### config.mk
export PLATFORM = sky130hd
export DESIGN_NAME = mul_div_unit_flat
export DESIGN_NICKNAME = d
export VERILOG_FILES = /design/src/rtl/mdu_pkg.sv /design/src/rtl/mdu_if.sv /design/src/rtl/mdu_divider.sv /design/src/rtl/mul_div_unit.sv /design/src/flat_wrapper.sv
export SDC_FILE = /design/constraint.sdc
export NUM_CORES = 2
export LEC_CHECK = 0
export ABC_AREA = 1
export CAP_MARGIN = 20
export CORE_MARGIN = 2
export CORE_UTILIZATION = 55
export DETAILED_ROUTE_END_ITERATION = 8
export PLACE_DENSITY = 0.72
export SLEW_MARGIN = 10
export SYNTH_ARGS = -nofsm -noshare
export SYNTH_HDL_FRONTEND = slang
export SYNTH_SLANG_ARGS = --single-unit
### constraint.sdc
create_clock -name clk -period 13.5 [get_ports clk]
set_clock_uncertainty 0.05 [all_clocks]
set_input_delay 1.35 -clock clk [delete_from_list [all_inputs] [get_ports clk]]
set_output_delay 1.35 -clock clk [all_outputs]
set_load 0.01 [all_outputs]
### src/rtl/mdu_pkg.sv
// mdu_pkg: shared operation/state types and op-decode helpers for mul_div_unit.
package mdu_pkg;

    typedef enum logic [2:0] {
        OP_MUL    = 3'd0,
        OP_MULH   = 3'd1,
        OP_MULHSU = 3'd2,
        OP_MULHU  = 3'd3,
        OP_DIV    = 3'd4,
        OP_DIVU   = 3'd5,
        OP_REM    = 3'd6,
        OP_REMU   = 3'd7
    } mdu_op_t;

    typedef enum logic [2:0] {
        ST_IDLE,
        ST_MUL,
        ST_DIV,
        ST_FIX,
        ST_DONE
    } mdu_state_t;

    function automatic logic is_div(input mdu_op_t op);
        return op inside {OP_DIV, OP_DIVU, OP_REM, OP_REMU};
    endfunction

    function automatic logic is_rem(input mdu_op_t op);
        return op inside {OP_REM, OP_REMU};
    endfunction

    function automatic logic is_signed_rs1(input mdu_op_t op);
        return op inside {OP_MULH, OP_MULHSU, OP_DIV, OP_REM};
    endfunction

    function automatic logic is_signed_rs2(input mdu_op_t op);
        return op inside {OP_MULH, OP_DIV, OP_REM};
    endfunction

endpackage

### src/rtl/mdu_if.sv
// mdu_if: request/response valid-ready bundle between the issue stage and mul_div_unit.
interface mdu_if #(
    parameter int XLEN  = 32,
    parameter int TAG_W = 5
);
    import mdu_pkg::*;

    logic             req_valid;
    logic             req_ready;
    mdu_op_t          req_op;
    logic [XLEN-1:0]  req_rs1;
    logic [XLEN-1:0]  req_rs2;
    logic [TAG_W-1:0] req_tag;
    logic             resp_valid;
    logic             resp_ready;
    logic [XLEN-1:0]  resp_result;
    logic [TAG_W-1:0] resp_tag;

    modport master (
        output req_valid, req_op, req_rs1, req_rs2, req_tag, resp_ready,
        input  req_ready, resp_valid, resp_result, resp_tag
    );

    modport slave (
        input  req_valid, req_op, req_rs1, req_rs2, req_tag, resp_ready,
        output req_ready, resp_valid, resp_result, resp_tag
    );

endinterface

### src/rtl/mdu_divider.sv
// mdu_divider: iterative restoring divider on unsigned magnitudes.
// Retires two quotient bits per cycle when MDU_DIV_RADIX4_EN is defined, otherwise one.
module mdu_divider #(
    parameter int XLEN = 32
) (
    input  logic            clk,
    input  logic            rstn,
    input  logic            start,
    input  logic            abort,
    input  logic [XLEN-1:0] dividend,
    input  logic [XLEN-1:0] divisor,
    output logic            last,
    output logic [XLEN-1:0] quotient,
    output logic [XLEN-1:0] remainder
);
`ifdef MDU_DIV_RADIX4_EN
    localparam int ITER = XLEN / 2;
`else
    localparam int ITER = XLEN;
`endif
    localparam int CW = $clog2(XLEN) + 1;

    logic [CW-1:0]     cnt_q, cnt_d;
    logic [2*XLEN-1:0] rq_q, rq_d;
    logic [XLEN-1:0]   dvs_q, dvs_d;

    // {partial remainder, dividend/quotient} shift pair; the partial remainder stays below the divisor.
    function automatic logic [2*XLEN-1:0] div_step(input logic [2*XLEN-1:0] rq,
                                                   input logic [XLEN-1:0]   d);
        logic [XLEN-1:0] r;
        logic [XLEN-1:0] q;
        logic [XLEN:0]   trial;
        r     = rq[2*XLEN-1:XLEN];
        q     = rq[XLEN-1:0];
        trial = {r, q[XLEN-1]} - {1'b0, d};
        if (!trial[XLEN])
            return {trial[XLEN-1:0], q[XLEN-2:0], 1'b1};
        else
            return {r[XLEN-2:0], q[XLEN-1], q[XLEN-2:0], 1'b0};
    endfunction

    always_comb begin
        cnt_d = cnt_q;
        rq_d  = rq_q;
        dvs_d = dvs_q;
        if (abort) begin
            cnt_d = '0;
        end else if (start) begin
            cnt_d = CW'(ITER);
            rq_d  = {{XLEN{1'b0}}, dividend};
            dvs_d = divisor;
        end else if (cnt_q != '0) begin
`ifdef MDU_DIV_RADIX4_EN
            rq_d  = div_step(div_step(rq_q, dvs_q), dvs_q);
`else
            rq_d  = div_step(rq_q, dvs_q);
`endif
            cnt_d = cnt_q - CW'(1);
        end
    end

    always_ff @(posedge clk or negedge rstn) begin
        if (!rstn) begin
            cnt_q <= '0;
            rq_q  <= '0;
            dvs_q <= '0;
        end else begin
            cnt_q <= cnt_d;
            rq_q  <= rq_d;
            dvs_q <= dvs_d;
        end
    end

    assign last      = (cnt_q == CW'(1));
    assign quotient  = rq_q[XLEN-1:0];
    assign remainder = rq_q[2*XLEN-1:XLEN];

endmodule

### src/rtl/mul_div_unit.sv
// mul_div_unit: single-issue RV32M/RV64M multiply/divide unit with valid/ready handshakes.
// Define MDU_DIV_RADIX4_EN for a radix-4 divider (XLEN/2+2 cycle divides).
module mul_div_unit
    import mdu_pkg::*;
#(
    parameter int XLEN    = 32,
    parameter int MUL_LAT = 2,
    parameter int TAG_W   = 5
) (
    input  logic  clk,
    input  logic  rstn,
    mdu_if.slave  mdu,
    input  logic  flush,
    output logic  busy
);
    localparam int MCW = (MUL_LAT > 1) ? $clog2(MUL_LAT) : 1;

    mdu_state_t       state_q, state_d;
    mdu_op_t          op_q, op_d;
    logic [XLEN-1:0]  rs1_q, rs1_d, rs2_q, rs2_d;
    logic [TAG_W-1:0] tag_q, tag_d;
    logic [MCW-1:0]   mul_cnt_q, mul_cnt_d;
    logic [XLEN-1:0]  result_q, result_d;
    logic             resp_valid_q, resp_valid_d;

    logic              in_idle, accept, div_start, div_last;
    mdu_op_t           cur_op;
    logic [XLEN-1:0]   cur_rs1, cur_rs2;
    logic              sgn1, sgn2, neg1, neg2;
    logic [2*XLEN-1:0] prod;
    logic [XLEN-1:0]   mul_result, special_result, fix_result;
    logic [XLEN-1:0]   div_q, div_r;
    logic              div_zero, div_ovf;

    assign in_idle       = (state_q == ST_IDLE);
    assign mdu.req_ready = in_idle && !flush;
    assign accept        = mdu.req_valid && mdu.req_ready;

    // Operands come straight from the request in the accept cycle, from the latches afterwards.
    assign cur_op  = in_idle ? mdu.req_op  : op_q;
    assign cur_rs1 = in_idle ? mdu.req_rs1 : rs1_q;
    assign cur_rs2 = in_idle ? mdu.req_rs2 : rs2_q;
    assign sgn1    = is_signed_rs1(cur_op);
    assign sgn2    = is_signed_rs2(cur_op);
    assign neg1    = sgn1 && cur_rs1[XLEN-1];
    assign neg2    = sgn2 && cur_rs2[XLEN-1];

    assign prod       = {{XLEN{neg1}}, cur_rs1} * {{XLEN{neg2}}, cur_rs2};
    assign mul_result = (cur_op == OP_MUL) ? prod[XLEN-1:0] : prod[2*XLEN-1:XLEN];

    assign div_zero = (cur_rs2 == '0);
    assign div_ovf  = sgn1 && (cur_rs1 == {1'b1, {(XLEN-1){1'b0}}}) && (cur_rs2 == '1);
    always_comb begin
        special_result = '0;
        if (div_zero)
            special_result = is_rem(cur_op) ? cur_rs1 : '1;
        else if (div_ovf)
            special_result = is_rem(cur_op) ? '0 : cur_rs1;
    end

    assign fix_result = is_rem(cur_op) ? (neg1 ? -div_r : div_r)
                                       : ((neg1 ^ neg2) ? -div_q : div_q);

    mdu_divider #(.XLEN(XLEN)) u_div (
        .clk       (clk),
        .rstn      (rstn),
        .start     (div_start),
        .abort     (flush),
        .dividend  (neg1 ? -cur_rs1 : cur_rs1),
        .divisor   (neg2 ? -cur_rs2 : cur_rs2),
        .last      (div_last),
        .quotient  (div_q),
        .remainder (div_r)
    );

    always_comb begin
        state_d   = state_q;
        op_d      = op_q;
        rs1_d     = rs1_q;
        rs2_d     = rs2_q;
        tag_d     = tag_q;
        mul_cnt_d = mul_cnt_q;
        result_d  = result_q;
        div_start = 1'b0;
        case (state_q)
            ST_IDLE: if (accept) begin
                op_d  = mdu.req_op;
                rs1_d = mdu.req_rs1;
                rs2_d = mdu.req_rs2;
                tag_d = mdu.req_tag;
                if (!is_div(cur_op)) begin
                    if (MUL_LAT == 1) begin
                        state_d  = ST_DONE;
                        result_d = mul_result;
                    end else begin
                        state_d   = ST_MUL;
                        mul_cnt_d = MCW'(MUL_LAT - 1);
                    end
                end else if (div_zero || div_ovf) begin
                    state_d  = ST_DONE;
                    result_d = special_result;
                end else begin
                    state_d   = ST_DIV;
                    div_start = 1'b1;
                end
            end
            ST_MUL: begin
                mul_cnt_d = mul_cnt_q - MCW'(1);
                if (mul_cnt_q == MCW'(1)) begin
                    state_d  = ST_DONE;
                    result_d = mul_result;
                end
            end
            ST_DIV:  if (div_last) state_d = ST_FIX;
            ST_FIX: begin
                state_d  = ST_DONE;
                result_d = fix_result;
            end
            ST_DONE: if (mdu.resp_ready) state_d = ST_IDLE;
            default: state_d = ST_IDLE;
        endcase
        if (flush) state_d = ST_IDLE;
        resp_valid_d = (state_d == ST_DONE);
    end

    always_ff @(posedge clk or negedge rstn) begin
        if (!rstn) begin
            state_q      <= ST_IDLE;
            op_q         <= OP_MUL;
            rs1_q        <= '0;
            rs2_q        <= '0;
            tag_q        <= '0;
            mul_cnt_q    <= '0;
            result_q     <= '0;
            resp_valid_q <= 1'b0;
        end else begin
            state_q      <= state_d;
            op_q         <= op_d;
            rs1_q        <= rs1_d;
            rs2_q        <= rs2_d;
            tag_q        <= tag_d;
            mul_cnt_q    <= mul_cnt_d;
            result_q     <= result_d;
            resp_valid_q <= resp_valid_d;
        end
    end

    assign mdu.resp_valid  = resp_valid_q;
    assign mdu.resp_result = result_q;
    assign mdu.resp_tag    = tag_q;
    assign busy            = !in_idle;

endmodule

### src/flat_wrapper.sv
// flat-port wrapper written by rule: the top's interface ports become plain ports
module mul_div_unit_flat import mdu_pkg::*;
#(
    parameter int XLEN    = 32,
    parameter int MUL_LAT = 2,
    parameter int TAG_W   = 5
)
  (clk, rstn, flush, busy, mdu_req_valid, mdu_req_op, mdu_req_rs1, mdu_req_rs2, mdu_req_tag, mdu_resp_ready, mdu_req_ready, mdu_resp_valid, mdu_resp_result, mdu_resp_tag);
  mdu_if #(.XLEN(XLEN), .TAG_W(TAG_W)) mdu_i ();
  input  logic clk;
  input  logic rstn;
  input  logic flush;
  output logic busy;
  input wire logic [$bits(mdu_i.req_valid)-1:0] mdu_req_valid;
  input wire logic [$bits(mdu_i.req_op)-1:0] mdu_req_op;
  input wire logic [$bits(mdu_i.req_rs1)-1:0] mdu_req_rs1;
  input wire logic [$bits(mdu_i.req_rs2)-1:0] mdu_req_rs2;
  input wire logic [$bits(mdu_i.req_tag)-1:0] mdu_req_tag;
  input wire logic [$bits(mdu_i.resp_ready)-1:0] mdu_resp_ready;
  output wire logic [$bits(mdu_i.req_ready)-1:0] mdu_req_ready;
  output wire logic [$bits(mdu_i.resp_valid)-1:0] mdu_resp_valid;
  output wire logic [$bits(mdu_i.resp_result)-1:0] mdu_resp_result;
  output wire logic [$bits(mdu_i.resp_tag)-1:0] mdu_resp_tag;
  assign mdu_i.req_valid = mdu_req_valid;
  assign mdu_i.req_op = mdu_req_op;
  assign mdu_i.req_rs1 = mdu_req_rs1;
  assign mdu_i.req_rs2 = mdu_req_rs2;
  assign mdu_i.req_tag = mdu_req_tag;
  assign mdu_i.resp_ready = mdu_resp_ready;
  assign mdu_req_ready = mdu_i.req_ready;
  assign mdu_resp_valid = mdu_i.resp_valid;
  assign mdu_resp_result = mdu_i.resp_result;
  assign mdu_resp_tag = mdu_i.resp_tag;
  mul_div_unit #(.XLEN(XLEN), .MUL_LAT(MUL_LAT), .TAG_W(TAG_W)) u_core (.clk(clk), .rstn(rstn), .mdu(mdu_i), .flush(flush), .busy(busy));
endmodule
==> metrics <==
status completed; # setup viols final 0; fraction of registers with async set/reset 1.00; Root Driver clkbuf_16; post-route ant nets 0; initial core utilization 0.554; Clock Sinks 211; max layer used met5; Post-CTS Setup Bufs 0; total CTS buffers 24; GP Congestion 1.08; Avg Inst Size Synth 7.50 um^2; fmax 0.0835 GHz; share of layout cells above drive strength 1 0.0323; CTS tree yes; hpwl dp 172000 um; Total Routed Length 219000 um; DR vias 50600; setup TNS 0 ns; xor and xnor area share after synthesis 0.0187; most frequent cells in the layout nand2_1, inv_1, fa_1; via/cell ratio 5.85; die area 103000 um^2; Arr. time, crit path 12.40 ns; worst-skew pair later-pin latency 0.59 ns; post-synthesis simple-gate area fraction 0.218; Critical Path Sink Type register; worst slew pin tran 1.17 ns; Distinct cells, synth 48; Clock Path Buffers 3; Post-Syn Nets 8832; Area Growth Syn to Fin 5.83%; Slew HR 0.218; Die Span Y 321 um; Fill cells 9336; DRC 0; Largest stage delay, worst path 0.81 ns; cts hold-fix bufs 0; met2 WL 96400 um; row count 116; final worst-path cycle share 0.887; register bit total from synthesis 211; Final nets 8780; I/O pin cnt 117; largest family of logic cells by synthesized area adder cells; Die Wd 321 um; GRT Util Overall 0.436; crit path time final 11.98 ns; Hold Path Class reg -> reg; Post-Synthesis Cells 7378; first-pass iteration count of the detailed router 7; maxcap violations 0; port bufs 116; WL/cell 25.3 um; compound-cell area share of the yosys netlist 0.0675; Synth Area in Adders 0.464; critical path launch point type register; post_cts resized 0; antenna violations before repair 11; hold depth 2; H-tree Lvls 1; Seq/Total Area, Yosys 0.0954; Hold Vio Cnt, Final 0; Crit Path Category reg -> reg; EDFF count, synth 0; Slowest cell on crit path fa_1; Synth Flop Type dfrtp_1; commonest non-fill, non-tap cell in the layout nand2_1; cells on worst reg2reg path 39; Initial DRC Count 5679; Max Slew Vio Count 0; unrepaired setup endpoints after global routing no; first-pass GRT wire length 330000 um; synth warn 0; post-synthesis mux area share 0; Post-Syn Area 55300 um^2; total grt overflow 0; largest net degree at the start of global routing 96; number of global-route vias before repair 52800; most used cell, CP inv_1; Core ar. 99900 um^2; wire length on met1 77800 um; CP required 13.92 ns; crit-path max FO 48; clock transition at the registers of the reported paths 0.07 ns; WL met3 24500 um
==> cell families (layout without fill, tap and decap cells) <==
kind of cell,count (synthesis),after routing
AO/OA/AOI/OAI,692,692
XOR/XNOR,118,118
adder cells (fa/ha/maj),1377,1377
buffers and inverters,1963,1927
flip-flops,211,211
other,0,7
AND/OR/NAND/NOR,3017,3017
==> cell type report <==
class	instances	area (um^2)	share of cell area
diodes	7	17.5	0.000299
clock buffers	31	647	0.0110
clock inverters	11	95.1	0.00162
inverters	1647	6180	0.106
multi-input cells	5204	42600	0.728
flip-flops and latches	211	5280	0.0902
well taps	1298	1620	0.0277
repair buffers	238	2090	0.0358
==> layer usage <==
| metal | GRT usage | vias to the layer above |
|---|---|---|
| li1 | - | 21700 |
| met1 | 0.527 | 24800 |
| met2 | 0.676 | 3120 |
| met3 | 0.113 | 917 |
| met4 | 0.318 | 12 |
| met5 | 0 | - |
==> per-stage QoR <==
| step | hold WS (ns) | util | setup WS (ns) | std cells | instance area (um^2) |
|---|---|---|---|---|---|
| 2_1_floorplan | 0.399 | - | 3.89 | 7378 | 55300 |
| 3_3_place_gp | 0.412 | 0.579 | 1.68 | 8598 | 57800 |
| 3_5_place_dp | 0.417 | 0.579 | 1.64 | 8598 | 57800 |
| 4_1_cts | 0.433 | 0.586 | 1.70 | 8640 | 58500 |
| 5_1_grt | 0.454 | 0.586 | 0.815 | 8640 | 58500 |
| 6_report | 0.435 | 0.586 | 1.52 | 8647 | 58600 |
==> worst max-delay path, delay by kind of cell, from the launching register on <==
family / cells / cell delay [ns]
AO/OA/AOI/OAI: 2 / 0.38
adder cells (fa/ha/maj): 9 / 4.94
AND/OR/NAND/NOR: 13 / 2.08
buffers and inverters: 15 / 3.92
flip-flops: 1 / 0.40
==> state kept, by name (all words and copies together) (netlist names), 3 cells and up <==
register	count
u_core.u_div.rq_q	64
u_core.op_q	3
u_core.u_div.cnt_q	6
u_core.state_q	3
u_core.rs1_q	32
u_core.mdu.resp_result	32
u_core.mdu.resp_tag	5
u_core.u_div.dvs_q	32
u_core.rs2_q	32
==> cell usage after synthesis (5+ instances only) <==
library cell	number	area [um^2]
a21oi_1	193	966
buf_4	9	67.6
nand3b_1	18	135
nor3_1	52	260
inv_2	27	101
nor2_2	5	31.3
nand3_1	288	1440
fa_1	1126	22500
nand2_2	5	31.3
dfrtp_1	211	5280
a21o_1	9	67.6
inv_1	1597	5990
a31oi_1	21	131
o21ai_1	78	390
ha_1	251	3140
buf_1	36	135
clkbuf_1	224	841
nand2_1	1881	7060
nor4_1	14	87.6
or2_2	7	43.8
o211ai_1	36	270
clkinv_1	23	86.3
o21ai_2	9	78.8
xor2_1	89	780
nor2_1	685	2570
o21ai_0	312	1560
buf_2	37	185
buf_6	10	113
nand4_1	50	313
o21bai_1	17	128
xnor2_1	29	254
==> final timing paths <==
check / start / endpoint / slack [ns]
max in group asynchronous: rstn / u_core.mdu.resp_result[21] / 10.46
worst min register to register: u_core.mdu.resp_result[25] / u_core.mdu.resp_result[25] / 0.44
worst max-delay path: u_core.state_q[2] / u_core.mdu.resp_result[27] / 1.52
worst max register to register: u_core.state_q[2] / u_core.mdu.resp_result[27] / 1.52
min in group asynchronous: rstn / u_core.rs1_q[3] / 0.73
worst min-delay path: u_core.mdu.resp_result[25] / u_core.mdu.resp_result[25] / 0.44
Power is not shown: default switching activity piles up to over one toggle a cycle in this logic, so the estimate is an artifact.
